<file path="src/rtl/adder_share_arbiter.sv">
// Two requesters share one 16-bit adder through a round-robin grant.
// The sum is registered and held under a valid/ready handshake.

module Adder_16bit (
  input  logic [15:0] A,
  input  logic [15:0] B,
  output logic [15:0] Sum,
  output logic        Cout
);
  assign {Cout, Sum} = {1'b0, A} + {1'b0, B};
endmodule

// state | meaning
// IDLE  | no result held
// HOLD  | result held, ResValid=1
module adder_share_arbiter #(
  parameter int WIDTH = 16
) (
  input  logic             Clock,
  input  logic             Reset,
  input  logic             Req0Valid,
  input  logic [WIDTH-1:0] Req0A,
  input  logic [WIDTH-1:0] Req0B,
  output logic             Req0Ready,
  input  logic             Req1Valid,
  input  logic [WIDTH-1:0] Req1A,
  input  logic [WIDTH-1:0] Req1B,
  output logic             Req1Ready,
  output logic             ResValid,
  input  logic             ResReady,
  output logic [WIDTH-1:0] Result,
  output logic             CarryOut,
  output logic             ResId,
  output logic [15:0]      OpCount
);

  typedef enum logic {IDLE = 1'b0, HOLD = 1'b1} state_t;

  state_t           state_q, state_d;
  logic             prio_q, prio_d;
  logic [WIDTH-1:0] result_q, result_d;
  logic             carry_q, carry_d;
  logic             id_q, id_d;
  logic [15:0]      op_count_q, op_count_d;

  logic             free;
  logic             grant0, grant1, xfer;
  logic [WIDTH-1:0] add_a, add_b, add_sum;
  logic             add_cout;

  Adder_16bit u_adder (
    .A    (add_a),
    .B    (add_b),
    .Sum  (add_sum),
    .Cout (add_cout)
  );

  always_ff @(posedge Clock or posedge Reset) begin
    if (Reset) begin
      state_q    <= IDLE;
      prio_q     <= 1'b0;
      result_q   <= '0;
      carry_q    <= 1'b0;
      id_q       <= 1'b0;
      op_count_q <= 16'd0;
    end else begin
      state_q    <= state_d;
      prio_q     <= prio_d;
      result_q   <= result_d;
      carry_q    <= carry_d;
      id_q       <= id_d;
      op_count_q <= op_count_d;
    end
  end

  always_comb begin
    state_d    = state_q;
    prio_d     = prio_q;
    result_d   = result_q;
    carry_d    = carry_q;
    id_d       = id_q;
    op_count_d = op_count_q;
    add_a      = grant1 ? Req1A : Req0A;
    add_b      = grant1 ? Req1B : Req0B;

    if (xfer) begin
      state_d  = HOLD;
      prio_d   = grant0;
      result_d = add_sum;
      carry_d  = add_cout;
      id_d     = grant1;
    end else if (state_q == HOLD && ResReady) begin
      state_d = IDLE;
    end

    if (state_q == HOLD && ResReady)
      op_count_d = op_count_q + 16'd1;
  end

  // Ready is gated by Reset so nothing can appear granted while state is being cleared.
  always_comb begin
    free      = (state_q == IDLE) || ResReady;
    grant0    = !Reset && free && Req0Valid && (!Req1Valid || !prio_q);
    grant1    = !Reset && free && Req1Valid && (!Req0Valid ||  prio_q);
    xfer      = grant0 || grant1;
    Req0Ready = grant0;
    Req1Ready = grant1;
    ResValid  = (state_q == HOLD);
    Result    = result_q;
    CarryOut  = carry_q;
    ResId     = id_q;
    OpCount   = op_count_q;
  end

endmodule

</file>
<file path="config.mk">
export PLATFORM = sky130hd
export DESIGN_NAME = adder_share_arbiter
export DESIGN_NICKNAME = d
export VERILOG_FILES = /design/src/rtl/adder_share_arbiter.sv
export SDC_FILE = /design/constraint.sdc
export NUM_CORES = 1
export LEC_CHECK = 0
export CAP_MARGIN = 20
export CORE_UTILIZATION = 35
export DETAILED_ROUTE_END_ITERATION = 6
export PLACE_DENSITY = 0.75
export SYNTH_ARGS = -nofsm -noshare
export SYNTH_HDL_FRONTEND = slang
export SYNTH_HIERARCHICAL = 1
export SYNTH_SLANG_ARGS = --single-unit
</file>
<file path="constraint.sdc">
create_clock -name Clock -period 3 [get_ports Clock]
set_clock_uncertainty 0.2 [all_clocks]
set_input_delay 0.6 -clock Clock [delete_from_list [all_inputs] [get_ports Clock]]
set_output_delay 0.6 -clock Clock [all_outputs]
set_load 0.02 [all_outputs]
</file>
# After elaboration in Yosys (flattened, before gate mapping)
# Cells that the tools add are included.
[op_classes] n_addsub=2 mul=0 div_mod_pow=0 n_lt_le_gt_ge=0 eq_ne=0 n_shift=0 n_mux=4 bitwise=1 reduce_logical=15
[ops] cell="$mux W16" n=2
[ops] cell="$add A16 B16 Y17" n=1
[ops] cell="$add A16 B1 Y16 const B" n=1
[ops] cell="$logic_and A1 B1 Y1" n=6
[ops] cell="$logic_not A1 Y1" n=4
[ops] cell="$logic_or A1 B1 Y1" n=4
[ops] cell="$mux W1" n=2
[ops] cell="$reduce_bool A2 Y1" n=1
[ops] cell="$not A1 Y1" n=1
[totals] regBits=36 latchBits=0 ramBits=0 romBits=0 input_bits=69 output_inout_bits=37 word_cells=28 mem_count=0

# Depth between registers and ports, before layout
[depth] depth_word=7 mapped_depth=13 depth_no_buf=12

# Hierarchy
# Netlist, hierarchy kept.
[modules_own_cells] module="adder_share_arbiter" n_inst=1 cells_per_inst=147 area_each_um2=2037.0 seq_area_each_um2=900.9
[modules_own_cells] module="Adder_16bit" n_inst=1 cells_per_inst=97 area_each_um2=744.5 seq_area_each_um2=0.0

# Worst setup path after synthesis
# OpenSTA, ideal clock, no wires.
[synth_path] kind="input to register" start="input ResReady" end="register result_q[12] (netlist: Result[12])" setup_time_ns=0.125 arrival_ns=3.192 required_ns=2.675 slack_ns=-0.517 stages=13 path_buffers=1 path_cell_list="inv_1 > a21oi_4 > nand3_4 > buf_6 > mux2_4 > ha_1 > fa_1 > a21o_4 > a311oi_2 > o31ai_2 > a21oi_2 > xnor2_1 > mux2_2"
[synth_via] elab_chain_len=6 elab_cells_between_ends=10 cone_classes="add/sub: 1; mux: 2; reduce/logical: 7"
[synth_lines] item="start: declaration" line_no="30" source="input logic ResReady,"
[synth_lines] item="$logic_or A1 B1 Y1" line_no="102" source="free = (state_q == IDLE) || ResReady;"
[synth_lines] item="$logic_and A1 B1 Y1 (3 in series)" line_no="104" source="grant1 = !Reset && free && Req1Valid && (!Req0Valid || prio_q);"
[synth_lines] item="$mux W16" line_no="84" source="add_b = grant1 ? Req1B : Req0B;"
[synth_lines] item="net add_b[0]" line_no="48" source="logic [WIDTH-1:0] add_a, add_b, add_sum;"
[synth_lines] item="$add A16 B16 Y17" line_no="10" source="assign {Cout, Sum} = {1'b0, A} + {1'b0, B};"
[synth_lines] item="net add_sum[12]" line_no="48"
[synth_lines] item="end signal: assignment" line_no="69" source="result_q <= result_d;"
[synth_lines] item="end: declaration" line_no="41" source="logic [WIDTH-1:0] result_q, result_d;"
# The timed path passes the listed nets, and every way through them passes these cells.
# A chain may end at the register's enable or synchronous reset.

# Worst setup path in the final report
[layout_path] start="input Req1Valid" end="register result_q[12] (netlist: Result[12])"
[layout_via] elab_chain_len=4 elab_cells_between_ends=9 cone_classes="add/sub: 1; mux: 2; reduce/logical: 6"
[layout_lines] item="start: declaration" line_no="25" source="input logic Req1Valid,"
[layout_lines] item="$logic_and A1 B1 Y1 (2 in series)" line_no="104"
[layout_lines] item="$mux W16" line_no="83" source="add_a = grant1 ? Req1A : Req0A;"
[layout_lines] item="net add_a[0]" line_no="48"
[layout_lines] item="$add A16 B16 Y17" line_no="10"
[layout_lines] item="net add_sum[12]" line_no="48"
# The timed path passes the listed nets, and every way through them passes these cells.

==> metrics.txt <==
Final Max Tran Viols=0; Compound-Gate Fraction of Synth Area=0.117; relative slew slack=0.625; P&R area growth vs syn=64.9%; IO Port Bufs=105; number of global-route vias before repair=2567; worst-skew pair later-pin latency=0.28 ns; drt first pass iters=4; Setup crit end=Result[12]$_DFFE_PP0P_; die width=91.1 microns; CP Data Required Time=2.97 ns; Initial Utilization=0.362; Worst Path Arrival=3.12 ns; largest family of logic cells by synthesized area=multiplexers; crit-path max cell delay=0.36 ns; initial drt markers=70; Yosys reg bits=36; Fin. Hold Viols=0; Design Area, Final=4590 sq um; XOR/XNOR Fraction of Synth Area=0.0882; Post-Synthesis Net Count=331; asr flop ratio synth=1.00; most used cell, CP=mux2_4; Max Cap Viol=0; NumNets Final=490; Final Power=0.00260 W; Root Driver=clkbuf_8; syn_area_per_cell=11.4 sq um; crit path launch=Req1Valid; clock network fraction of design power=0.160; Total GRT Usage=0.174; Ys Warns=6; TritonCTS Sinks=36; Worst setup EP type=flip-flop; failing checks=negative setup slack; Post-synth EDFFs=0; f_max=0.317 GHz; placed cell area=4320 sq um; CTS tree=done; CP startpoint kind=input port; Post-Syn Area=2780 sq um; largest net degree at the start of global routing=25; Worst-Margin Slew=0.557 ns; crit-path cells=clkdlybuf4s15_1 > nand3_4 > mux2_4 > ha_4 > fa_2 > a21o_4 > a311oi_4 > o31ai_4 > a21oi_2 > xnor2_1 > mux2_4; initial antenna violation count=0; Ports=106; path depth of the worst reg2reg path=11; RSZ-0062 raised after global routing=true; Sw Pwr=0.000902 W; vias per cell=4.77; reg2reg end=Result[12]$_DFFE_PP0P_; Adder-Cell Fraction of Synth Area=0.0837; HP Class=input port to asynchronous set/reset pin; routed wire length=6980 microns; sw frac=0.347; R2R Setup Slk=-0.14 ns; synthesized instance count=244; cts hold-fix bufs=0; Core Area=7690 sq um; Leakage=2.08 nW; most common cell after layout, fill and taps aside=clkdlybuf4s50_1; routability cong.=0.892; Max Buffers Root-to-Sink=2; TritonCTS Buffers=5; Comb pwr share=0.547; part of the power in registers=0.293; share of layout cells above drive strength 1=0.366; Top FF cell, synth=dfrtp_1; synthesized-area fraction occupied by and/or/nand/nor cells=0.0985; reg-to-reg startpoint=ResValid$_DFFE_PP0P_; ANT nets after route=0; Post-route DRC=0; Die Ht=91.1 microns; Int Pwr=0.00170 W; CP delay by family, top=compound AO/OA/AOI/OAI gates; Core Rows=32; Cell variety after synth=42; most frequent cells in the layout=101 x clkdlybuf4s50_1, 49 x buf_4, 39 x mux2_4; Seq/Total Area, Yosys=0.324; min cycle time layout=3.15 ns; worst-path maximum fanout=6; crit path kind=input port to flip-flop; DIE AREA=8310 sq um; Congestion Overflow GR=0; Reg clk slew, reported paths=0.07 ns; setup slack after layout=-0.154 ns; top post-synthesis cells by area=dfrtp_1 32%, mux2_4 19%, ha_1 7.6%; area leader, netlist=dfrtp_1; Stages on worst setup path=11; first-pass GRT wire length=11700 microns; CP max-delay cell=fa_2; multiplexer area fraction after synthesis=0.251; peak supply drop=0.420 mV; Vias=2413; Period Utilization, post-route=1.05; run status=finished, violations left; n_diodes=0; setup violators final=9; top cell type's share of synthesized area=0.324; HPWL after DPL=5590 microns; CTS H-Tree Depth=2; wire length per cell=13.8 microns; Power Density=567 nW/um^2; Buffers & Inverters on Critical Path=1
## kinds of logic (layout without fill, tap and decap cells)
kind of cell    after synthesis  after routing
flops                        36             36
buf+inv                      15            175
mux                          50             50
compound gates               44             44
fa+ha+maj                    18             18
xor+xnor                     28             28
simple gates                 53             53
## worst min-delay path by stage
stage                         endpoint  slack, ns  cells past startpoint
2_1_floorplan       prio_q$_DFFE_PP0P_       0.26                      1
3_5_place_dp   OpCount[12]$_DFFE_PP0P_       0.29                      1
4_1_cts             prio_q$_DFFE_PP0P_       0.30                      2
5_1_grt          Result[0]$_DFFE_PP0P_       0.20                      2
3_3_place_gp   OpCount[15]$_DFFE_PP0P_       0.27                      1
6_report            prio_q$_DFFE_PP0P_       0.18                      2
## registers in the layout, summed over array words and instances, names as in the netlist
signal	cells
OpCount	16
prio_q	1
CarryOut	1
ResId	1
ResValid	1
Result	16
## Yosys cell counts, drive strengths merged (3+ instances only)
master and instances:
xnor2 16, o22ai 5, inv 8, nand4 7, buf 7, xor2 12, mux2 50, nor2 13
nand3 12, dfrtp 36, o21a 4, nand2 13, a21oi 13, o31ai 3, o21ai 6, a21o 6
ha 17
## power groups by stage
| stage | clock [W] | sequential [W] | combinational [W] |
|---|---|---|---|
| after CTS | 0.000428 | 0.000764 | 0.00140 |
| after floorplan | 0 | 0.000929 | 0.000572 |
| final | 0.000415 | 0.000762 | 0.00142 |
| after global routing | 0.000448 | 0.000787 | 0.00153 |
| after detailed placement | 0 | 0.000769 | 0.00135 |
| after global placement | 0 | 0.000767 | 0.00133 |
## what timing repair did
action,CTS,global route
setup buffers,4,4
gates resized for setup,22,17
endpoints found under the setup margin,16,11
pin swaps,12,13
## through the flow
step                       util  setup WS, ns  hold WS, ns  TNS (ns)  cells
after global placement    0.562        -0.882        0.274    -11.23    491
final                     0.597        -0.154        0.177    -0.823    506
after detailed placement  0.562        -0.924        0.287    -11.58    491
after floorplan               -        -0.320        0.264     -1.43    244
after global routing      0.597        -0.269        0.202     -1.84    506
after CTS                 0.589        -0.203        0.297     -1.36    503
## layer usage
layer / vias to the layer above / global-route usage / wire, microns
met5: - / 0 / 0
met4: 0 / 0.0212 / 27
met3: 4 / 0.0419 / 358
met2: 79 / 0.315 / 3510
met1: 1122 / 0.215 / 3080
li1: 1208 / - / -
## layout make-up
cell class	count	area (sq um)
fillers	652	3100
multi-input cells	193	1930
repair buffers	159	1480
flip-flops and latches	36	901
well taps	102	128
clock buffers	6	72.6
inverters	8	42.5
clock inverters	2	35.0
Power figures use the tool's default switching activity.
